## config.mk

```make
export PLATFORM = sky130hd
export DESIGN_NAME = tpg_ctrl_flat
export DESIGN_NICKNAME = d
export VERILOG_FILES = /design/src/rtl/tpg_ctrl_if.sv /design/src/rtl/tpg_ctrl.sv /design/src/flat_wrapper.sv
export SDC_FILE = /design/constraint.sdc
export NUM_CORES = 1
export LEC_CHECK = 0
export ABC_AREA = 1
export CORE_MARGIN = 2
export CORE_UTILIZATION = 37
export CTS_CLUSTER_DIAMETER = 50
export DETAILED_ROUTE_END_ITERATION = 10
export DONT_BUFFER_PORTS = 1
export PLACE_DENSITY_LB_ADDON = 0.25
export SYNTH_ARGS = -nofsm -noshare
export SYNTH_HDL_FRONTEND = slang
export SYNTH_SLANG_ARGS = --single-unit
```

## constraint.sdc

```tcl
create_clock -name clk -period 2.8 [get_ports clk]
set_clock_uncertainty 0.15 [all_clocks]
set_input_delay 0.42 -clock clk [delete_from_list [all_inputs] [get_ports clk]]
set_output_delay 0.42 -clock clk [all_outputs]
set_load 0.01 [all_outputs]
```

## src/rtl/tpg_ctrl_if.sv

```systemverilog
`default_nettype none
// ============================================================================
// tpg_ctrl_if : shadow-register write/commit port of the tpg timing controller
// Rev 1.0
// ============================================================================
interface tpg_ctrl_if;
  logic        cfg_wr;
  logic [3:0]  cfg_addr;
  logic [15:0] cfg_wdata;
  logic        cfg_commit;

  modport master (
    output cfg_wr,
    output cfg_addr,
    output cfg_wdata,
    output cfg_commit
  );

  modport slave (
    input cfg_wr,
    input cfg_addr,
    input cfg_wdata,
    input cfg_commit
  );
endinterface
`default_nettype wire

```

## src/rtl/tpg_ctrl.sv

```systemverilog
`default_nettype none
// ============================================================================
// tpg_ctrl : run/stop sequencer and shadow/active raster timing controller
// Rev 1.0
// ============================================================================
module tpg_ctrl #(
  parameter int H_BITS = 12,
  parameter int V_BITS = 12
) (
  input  wire logic              clk,
  input  wire logic              rst_n,
  tpg_ctrl_if.slave              cfg,
  input  wire logic              run_req,
  input  wire logic              frame_end,
  output logic [H_BITS-1:0]      tHS_START,
  output logic [H_BITS-1:0]      tHS_END,
  output logic [H_BITS-1:0]      tHACT_START,
  output logic [H_BITS-1:0]      tHACT_END,
  output logic [H_BITS-1:0]      tH_END,
  output logic [V_BITS-1:0]      tVS_START,
  output logic [V_BITS-1:0]      tVS_END,
  output logic [V_BITS-1:0]      tVACT_START,
  output logic [V_BITS-1:0]      tVACT_END,
  output logic [V_BITS-1:0]      tV_END,
  output logic                   tpg_en,
  output logic                   commit_pending,
  output logic                   cfg_err,
  output logic [15:0]            frame_cnt
);

  localparam logic [1:0] IDLE     = 2'd0;
  localparam logic [1:0] RUN      = 2'd1;
  localparam logic [1:0] STOPPING = 2'd2;

  logic [H_BITS-1:0] r_shH  [5];
  logic [V_BITS-1:0] r_shV  [5];
  logic [H_BITS-1:0] r_actH [5];
  logic [V_BITS-1:0] r_actV [5];

  logic [1:0]  r_state;
  logic [1:0]  w_stateNxt;
  logic        r_tpgEn;
  logic        r_pending;
  logic        r_err;
  logic [15:0] r_frameCnt;
  logic        w_apply;
  logic        w_startBlocked;
  logic        w_shadowValid;
  logic        w_activeValid;
  logic        w_unusedWdata;

  // Index order in each group: SYNC_START, SYNC_END, ACT_START, ACT_END, END.
  function automatic logic fnGroupOk(input logic [31:0] syncS, input logic [31:0] syncE,
                                     input logic [31:0] actS, input logic [31:0] actE,
                                     input logic [31:0] lim);
    return (syncS < syncE) && (syncE <= lim) && (actS < actE) && (actE <= lim);
  endfunction

  assign w_shadowValid =
      fnGroupOk(32'(r_shH[0]), 32'(r_shH[1]), 32'(r_shH[2]), 32'(r_shH[3]), 32'(r_shH[4])) &&
      fnGroupOk(32'(r_shV[0]), 32'(r_shV[1]), 32'(r_shV[2]), 32'(r_shV[3]), 32'(r_shV[4]));
  assign w_activeValid =
      fnGroupOk(32'(r_actH[0]), 32'(r_actH[1]), 32'(r_actH[2]), 32'(r_actH[3]), 32'(r_actH[4])) &&
      fnGroupOk(32'(r_actV[0]), 32'(r_actV[1]), 32'(r_actV[2]), 32'(r_actV[3]), 32'(r_actV[4]));

  assign w_unusedWdata = ^cfg.cfg_wdata;

  // While running, the active set may only change on a frame boundary.
  assign w_apply = r_pending && ((r_state == IDLE) || frame_end);

  always_comb begin
    w_stateNxt     = r_state;
    w_startBlocked = 1'b0;
    case (r_state)
      IDLE: begin
        if (run_req) begin
          if (w_activeValid) w_stateNxt = RUN;
          else               w_startBlocked = 1'b1;
        end
      end
      RUN: begin
        if (!run_req) w_stateNxt = STOPPING;
      end
      STOPPING: begin
        if (frame_end)    w_stateNxt = IDLE;
        else if (run_req) w_stateNxt = RUN;
      end
      default: w_stateNxt = IDLE;
    endcase
  end

  always_ff @(posedge clk or negedge rst_n) begin
    if (!rst_n) begin
      for (int i = 0; i < 5; i++) begin
        r_shH[i]  <= '0;
        r_shV[i]  <= '0;
        r_actH[i] <= '0;
        r_actV[i] <= '0;
      end
    end else begin
      // Active capture sees the shadow as it stood before this edge.
      if (w_apply && w_shadowValid) begin
        r_actH <= r_shH;
        r_actV <= r_shV;
      end
      for (int i = 0; i < 5; i++) begin
        if (cfg.cfg_wr && (cfg.cfg_addr == 4'(i)))     r_shH[i] <= cfg.cfg_wdata[H_BITS-1:0];
        if (cfg.cfg_wr && (cfg.cfg_addr == 4'(i + 5))) r_shV[i] <= cfg.cfg_wdata[V_BITS-1:0];
      end
    end
  end

  always_ff @(posedge clk or negedge rst_n) begin
    if (!rst_n) begin
      r_state    <= IDLE;
      r_tpgEn    <= 1'b0;
      r_pending  <= 1'b0;
      r_err      <= 1'b0;
      r_frameCnt <= '0;
    end else begin
      r_state <= w_stateNxt;
      r_tpgEn <= (w_stateNxt != IDLE);

      if (w_apply)         r_pending <= 1'b0;
      else if (cfg.cfg_commit) r_pending <= 1'b1;

      // A commit outcome landing on the same edge overrides a blocked start.
      if (w_apply)             r_err <= !w_shadowValid;
      else if (w_startBlocked) r_err <= 1'b1;

      if (frame_end && r_tpgEn) r_frameCnt <= r_frameCnt + 16'd1;
    end
  end

  assign tHS_START      = r_actH[0];
  assign tHS_END        = r_actH[1];
  assign tHACT_START    = r_actH[2];
  assign tHACT_END      = r_actH[3];
  assign tH_END         = r_actH[4];
  assign tVS_START      = r_actV[0];
  assign tVS_END        = r_actV[1];
  assign tVACT_START    = r_actV[2];
  assign tVACT_END      = r_actV[3];
  assign tV_END         = r_actV[4];
  assign tpg_en         = r_tpgEn;
  assign commit_pending = r_pending;
  assign cfg_err        = r_err;
  assign frame_cnt      = r_frameCnt;

endmodule
`default_nettype wire

```

## src/flat_wrapper.sv

```systemverilog
// flat-port wrapper written by rule: the top's interface ports become plain ports
module tpg_ctrl_flat 
#(
  parameter int H_BITS = 12,
  parameter int V_BITS = 12
)
  (clk, rst_n, run_req, frame_end, tHS_START, tHS_END, tHACT_START, tHACT_END, tH_END, tVS_START, tVS_END, tVACT_START, tVACT_END, tV_END, tpg_en, commit_pending, cfg_err, frame_cnt, cfg_cfg_wr, cfg_cfg_addr, cfg_cfg_wdata, cfg_cfg_commit);
  tpg_ctrl_if cfg_i ();
  input  wire logic clk;
  input  wire logic rst_n;
  input  wire logic run_req;
  input  wire logic frame_end;
  output logic [H_BITS-1:0] tHS_START;
  output logic [H_BITS-1:0] tHS_END;
  output logic [H_BITS-1:0] tHACT_START;
  output logic [H_BITS-1:0] tHACT_END;
  output logic [H_BITS-1:0] tH_END;
  output logic [V_BITS-1:0] tVS_START;
  output logic [V_BITS-1:0] tVS_END;
  output logic [V_BITS-1:0] tVACT_START;
  output logic [V_BITS-1:0] tVACT_END;
  output logic [V_BITS-1:0] tV_END;
  output logic tpg_en;
  output logic commit_pending;
  output logic cfg_err;
  output logic [15:0] frame_cnt;
  input wire logic [$bits(cfg_i.cfg_wr)-1:0] cfg_cfg_wr;
  input wire logic [$bits(cfg_i.cfg_addr)-1:0] cfg_cfg_addr;
  input wire logic [$bits(cfg_i.cfg_wdata)-1:0] cfg_cfg_wdata;
  input wire logic [$bits(cfg_i.cfg_commit)-1:0] cfg_cfg_commit;
  assign cfg_i.cfg_wr = cfg_cfg_wr;
  assign cfg_i.cfg_addr = cfg_cfg_addr;
  assign cfg_i.cfg_wdata = cfg_cfg_wdata;
  assign cfg_i.cfg_commit = cfg_cfg_commit;
  tpg_ctrl #(.H_BITS(H_BITS), .V_BITS(V_BITS)) u_core (.clk(clk), .rst_n(rst_n), .cfg(cfg_i), .run_req(run_req), .frame_end(frame_end), .tHS_START(tHS_START), .tHS_END(tHS_END), .tHACT_START(tHACT_START), .tHACT_END(tHACT_END), .tH_END(tH_END), .tVS_START(tVS_START), .tVS_END(tVS_END), .tVACT_START(tVACT_START), .tVACT_END(tVACT_END), .tV_END(tV_END), .tpg_en(tpg_en), .commit_pending(commit_pending), .cfg_err(cfg_err), .frame_cnt(frame_cnt));
endmodule
```

==> metrics, run 1 <==
htree depth=2; vias in the first global route=between 10000 and 15000; routed vias/inst=5.09; Die Ht=206 um; Hold Fails Final Rpt=roughly 260; r2r worst-path depth=13; worst-margin pin slew=0.882 ns; post-route cell area=around 17000 um2; setup tns final=0 ns; IO buf count=0; initial antenna violation count=0; setup violators final=0; maximum vdd drop=between 600 and 700 uV; CTS buffer count=37; EDFF count, synth=0; reg-to-reg slack, setup=roughly 0.092 ns; final-layout fill cell count=about 4100; Syn Nets=between 2000 and 2500; drt wl/cell=around 19 um; Min Hold Slack=-0.550 ns; die area=42500 um2; routability cong.=0.845; Worst Path Required=3.11 ns; fin crit period=between 2 and 3 ns; top_reg_cell synth=dfrtp_1; FMAX=between 300 and 400 MHz; Max FO, Critical Path=just over 60; CTS root buf=clkbuf_16; WS Path Type=reg2reg; io pins=165; Register Area=between 6000 and 7000 um2; gr usage total=0.217; WP data arrival=approximately 3 ns; max cap viols=0; type of origin of the critical path=register; layout cells sized above 1=0.0619; HPWL Detailed=roughly 34000 um; status=complete, but fails checks; Async S/R FF share, synth=1.00; worst hold path type=in2async; Yosys reg bits=approximately 260; first-pass GRT wire length=between 60000 and 70000 um; Pins Over Slew Limit=0; Placed Cells=~2400; clock latency on the worst-skew pair=~0.53 ns; DRC Markers=0; largest net degree at the start of global routing=~260; total grt overflow=0; Clock transition at path regs=0.06 ns; synth unique cells=34; Max-slew headroom=0.410; mapped cell area=around 15000 um2; synthesized instance count=between 1500 and 2000; synthesized area per cell=8.11 um2; initial core utilization=0.373; Non-Filler Instances=between 2000 and 2500; Worst setup EP type=register; fin util=0.422; Rows=74; antenna-violating nets left=0; via count=about 12000; Die W=roughly 210 um; sequential area share after synthesis=0.432; Post-layout nets=about 2100; leakage=between 9 and 10 nW; Syn. warnings=0; Core ar.=slightly above 40000 um2; hold_buf cts=3; starting DRC count in detailed routing=1047; RSZ-0062 raised after global routing=true; clock sinks=approximately 260; area of the multi-input gates=slightly above 7000 um2; failing checks=hold timing; Max clock buf depth=3; Pwr Density=about 1200 nW/um2; antenna cell count=0; Area growth syn-to-layout=13.2%; drt first pass iters=5; Area after DPL=between 15000 and 20000 um2; Final Cycle Share=0.967; DRT Wirelength=about 46000 um; CTS tree=done
layer usage:
| layer | track usage | wire (um) | vias up |
|---|---|---|---|
| met2 | 0.329 | 20000 | 270 |
| met4 | 0.0638 | 1200 | 0 |
| met5 | 0 | 0 | - |
| li1 | - | - | 6117 |
| met1 | 0.304 | 21500 | 5962 |
| met3 | 0.0535 | 3010 | 62 |
where the power goes:
part	switching, mW	leakage [nW]	internal [mW]
sequential	1.78	3.43	4.93
combinational	6.36	5.16	3.59
clock	1.79	0.590	2.78
Yosys cell counts, drive strengths merged, types with 3 or more instances:
master  instances  area [um2]
nor2           83         319
inv           250         938
a21o            4        30.0
o21bai          3        22.5
nor3           12        60.1
and2            3        18.8
xnor2           5        43.8
nand3          41         210
clkbuf         25        95.1
dfrtp         261        6530
o21ai         130         654
buf            48         308
nand4         132         826
a21oi          74         370
xor2           10        87.6
nand2         587        2200
ha            185        2310
cell families after synthesis:
family | synth area share
buffers and inverters | 0.0888
adder cells (fa/ha/maj) | 0.153
flip-flops | 0.432
multiplexers | 0.000745
XOR/XNOR | 0.00869
AO/OA/AOI/OAI | 0.0723
AND/OR/NAND/NOR | 0.244
metrics by stage:
stage / power, mW / setup slack (ns)
after global routing: 23.2 / -0.00762
final: 21.2 / 0.0917
after detailed placement: 16.7 / 0.158
after CTS: 21.4 / 0.120
after global placement: 16.4 / 0.144
after floorplan: 12.9 / 0.628
layout by cell type (no fill, tap or decap), types with 2 or more instances in the layout:
cell type      synthesis  final
a21o_1                 4      4
a21oi_1               74     74
and2_1                 3      3
buf_12                 0     10
buf_4                  1     35
clkbuf_1              24      4
clkbuf_16              0     39
clkbuf_8               0      5
clkinv_2               0      8
clkinv_4               0      3
clkinvlp_4             0      4
dfrtp_1              261    261
dlygate4sd3_1          0      3
ha_1                 185    185
inv_1                249    249
nand2_1              587    587
nand3_1               40     40
nand4_1              132    132
nor2_1                80     80
nor2_4                 0      2
nor3_1                12     12
nor3b_1                2      2
o21a_1                 2      2
o21ai_0              126    126
o21ai_1                3      3
o21bai_1               3      3
xnor2_1                5      5
xor2_1                10     10
repair_timing:
action                                  4_1_cts  5_1_grt
buffers inserted                              0        0
resized for setup                             0        1
endpoints found under the setup margin        0        9
hold endpoints to repair                    267      261
state kept, by name, indices dropped and copies added, names as in the netlist:
register and count:
u_core.r_state 2, u_core.tHACT_START 12, u_core.frame_cnt 16, u_core.r_shH 60
u_core.tVS_END 12, u_core.tHS_START 12, u_core.r_shV 60, u_core.cfg_err 1
u_core.commit_pending 1, u_core.tH_END 12, u_core.tHACT_END 12, u_core.tVACT_END 12
u_core.tVS_START 12, u_core.tHS_END 12, u_core.tpg_en 1, u_core.tVACT_START 12
u_core.tV_END 12
worst paths after layout:
| kind | from | endpoint |
|---|---|---|
| setup / recovery | u_core.r_shV[47] | u_core.tV_END[0] |
| hold / removal | rst_n | u_core.frame_cnt[14] |
| setup reg to reg | u_core.r_shV[47] | u_core.tV_END[0] |
| hold reg to reg | u_core.r_shV[10] | u_core.r_shV[10] |
| max in group asynchronous | rst_n | u_core.r_shV[22] |
| min in group clk | cfg_cfg_wdata[11] | u_core.r_shV[59] |
worst max-delay path, stage by stage, from the launching register on:
cell	delay (ns)
dfrtp_1	0.42
inv_1	0.07
ha_1	0.31
nand2_1	0.11
a21oi_1	0.10
or2_1	0.23
nor2_1	0.08
nand2_1	0.05
nor2_1	0.10
nand2_1	0.11
nor2_4	0.23
buf_12	0.31
nand4_1	0.18
nand2_1	0.11
final cells by class:
cell class / count / area share
multi-input cells: 1280 / 0.425
flip-flops and latches: 261 / 0.382
clock buffers: 48 / 0.0619
inverters: 250 / 0.0548
well taps: 532 / 0.0389
repair buffers: 49 / 0.0295
clock inverters: 18 / 0.00855
Note: power is estimated with default switching activity, not from simulation.
==> inputs of run 2 (changes only) <==
--- a/config.mk
+++ b/config.mk
@@ -7,11 +7,13 @@
 export LEC_CHECK = 0
 export ABC_AREA = 1
 export CORE_MARGIN = 2
-export CORE_UTILIZATION = 37
+export CORE_UTILIZATION = 65
 export CTS_CLUSTER_DIAMETER = 50
 export DETAILED_ROUTE_END_ITERATION = 10
 export DONT_BUFFER_PORTS = 1
 export PLACE_DENSITY_LB_ADDON = 0.25
+export SKIP_LAST_GASP = 1
+export SLEW_MARGIN = 20
 export SYNTH_ARGS = -nofsm -noshare
 export SYNTH_HDL_FRONTEND = slang
 export SYNTH_SLANG_ARGS = --single-unit
==> run 2 against run 1 <==
The run still ends with hold timing left. Power is 4.4% lower. Via count is 4.7% higher. Sequential power is 0.9% higher. Clock power is 18% lower. Wire length is 7.6% lower. Maximum frequency hardly changed. Core utilization is 30 points higher. Die area is 42% lower. Critical endpoint is now u_core.tH_END[5]. Largest cell class unchanged. Largest power group unchanged.
==> metrics, run 2 (same netlist as run 1, synthesis figures left out) <==
WS Path Type=reg2reg (unchanged); antenna cell count=0 (unchanged); area of the multi-input gates=7270 um2 (unchanged); initial core utilization=0.665 (was 0.373); r2r startpoint=u_core.r_shH[47] (was u_core.r_shV[47]); Final Cycle Share=0.968 (was 0.967); Area growth syn-to-layout=8.78% (was 13.2%); IO buf count=0 (unchanged); Post-layout nets=2067 (was 2090); Die W=156 um (was 206 um); DRC Markers=0 (unchanged); antenna-violating nets left=0 (unchanged); Max-slew headroom=0.395 (was 0.410); clock latency on the worst-skew pair=0.55 ns (was 0.53 ns); initial antenna violation count=0 (unchanged); setup tns final=0 ns (unchanged); vias in the first global route=12300 (was 11700); CTS tree=done (unchanged); gr usage total=0.350 (was 0.217); clock sinks=261 (unchanged); Core ar.=22700 um2 (was 40600 um2); CTS root buf=clkbuf_16 (unchanged); Worst setup EP type=register (unchanged); RSZ-0062 raised after global routing=true (unchanged); Area after DPL=15400 um2 (was 15900 um2); hold_buf cts=4 (was 3); io pins=165 (unchanged); fin util=0.724 (was 0.422); Worst Path Required=3.13 ns (was 3.11 ns); total grt overflow=0 (unchanged); WP data arrival=3.04 ns (was 3.02 ns); type of origin of the critical path=register (unchanged); starting DRC count in detailed routing=1430 (was 1047); first-pass GRT wire length=66400 um (was 69900 um); via count=13000 (was 12400); busiest layer in global routing=met2 (unchanged); most common cell after layout, fill and taps aside=nand2_1 (unchanged); failing checks=hold timing (unchanged); Pins Over Slew Limit=0 (unchanged); die area=24500 um2 (was 42500 um2); GR Layer Usage met3=0.0717 (was 0.0535); Min Hold Slack=-0.571 ns (was -0.550 ns); Max clock buf depth=3 (unchanged); Tot Pwr=20.3 mW (was 21.2 mW); drt wl/cell=19.5 um (was 18.7 um); DRT Wirelength=42200 um (was 45700 um); setup violators final=0 (unchanged); CTS buffer count=28 (was 37); most frequent cells in the layout=587 x nand2_1, 261 x dfrtp_1, 249 x inv_1 (unchanged); max cap viols=0 (unchanged); status=complete, but fails checks (unchanged); fin crit period=2.71 ns (about the same); post-route cell area=16400 um2 (was 17100 um2); Register Area=6530 um2 (unchanged); GR Layer Usage met1=0.501 (was 0.304); Max FO, Critical Path=41 (was 61); Hold Fails Final Rpt=261 (unchanged); met2 Use GR=0.532 (was 0.329); FMAX=369 MHz (about the same); leakage=8.98 nW (was 9.19 nW); worst-margin pin slew=0.905 ns (was 0.882 ns); worst hold path type=in2async (unchanged); maximum vdd drop=735 uV (was 683 uV); routed vias/inst=6.01 (was 5.09); drt first pass iters=5 (unchanged); layout cells sized above 1=0.0453 (was 0.0619); Rows=55 (was 74); HPWL Detailed=29800 um (was 33700 um); routability cong.=0.911 (was 0.845); htree depth=1 (was 2); Pwr Density=1230 nW/um2 (was 1240 nW/um2); Critical Path Start=u_core.r_shH[47] (was u_core.r_shV[47]); Clock transition at path regs=0.06 ns (about the same); final-layout fill cell count=1719 (was 4064); largest net degree at the start of global routing=262 (unchanged); Die Ht=156 um (was 206 um)
-- run 2: changes by cell type in the layout (fill, tap and decap cells not counted), sizes merged --
cell,before,now
buf,46,30
clkinv,11,3
clkbuf,48,44
clkinvlp,4,1
bufinv,1,2
dlygate4sd3,3,4
inv,252,251
-- run 2: final cells by class --
type,instances,area share
clock buffers,43,0.0522
clock inverters,7,0.00556
inverters,250,0.0571
multi-input cells,1280,0.442
flip-flops and latches,261,0.397
well taps,285,0.0217
repair buffers,35,0.0240
-- run 2: stage by stage --
step / std cells / setup slack (ns) / hold WS, ns
after global routing: 2161 / -0.0106 / -0.583
after floorplan: 1864 / 0.628 / -0.0256
after detailed placement: 2105 / 0.175 / -0.0112
after CTS: 2159 / 0.00296 / -0.572
after global placement: 2105 / 0.248 / -0.0101
final: 2161 / 0.0904 / -0.571
-- run 2: routing by layer --
layer | wire length, um | up-vias | share of wire
met5 | 0 | - | 0
met2 | 18600 | 666 | 0.44
met3 | 4400 | 112 | 0.10
met4 | 1740 | 0 | 0.041
met1 | 17500 | 6160 | 0.41
li1 | - | 6059 | -
-- run 2: critical path, stage by stage (launching register included) --
cell and delay [ns]:
dfrtp_1 0.42, inv_1 0.07, ha_1 0.32, nand2_1 0.09, nor2_1 0.18, nor3b_1 0.38
nand2_1 0.16, nand2_1 0.16, nor2_4 0.08, nand3_4 0.08, buf_6 0.30, nand2_1 0.14
nand2_1 0.09
-- run 2: timing repair --
| item | in CTS | in global routing |
|---|---|---|
| setup endpoints to repair | 0 | 41 |
| gates resized for setup | 0 | 1 |
| setup buffers | 0 | 1 |
| endpoints found under the hold margin | 267 | 261 |
-- run 2: worst paths after layout --
kind / end / slack [ns] / cells past startpoint
max: u_core.tH_END[5] / 0.09 / 12
min: u_core.tHS_START[5] / -0.57 / 0
max reg2reg: u_core.tH_END[5] / 0.09 / 12
min reg2reg: u_core.r_shV[8] / 0.36 / 2
max in group asynchronous: u_core.tV_END[8] / 2.73 / 0
min in group clk: u_core.r_shV[58] / 0.13 / 2
-- run 2: where the power goes --
group	internal, mW	total, mW	switching (mW)
sequential	4.93	6.77	1.84
clock	2.28	3.77	1.49
combinational	3.49	9.76	6.27
total	10.7	20.3	9.61
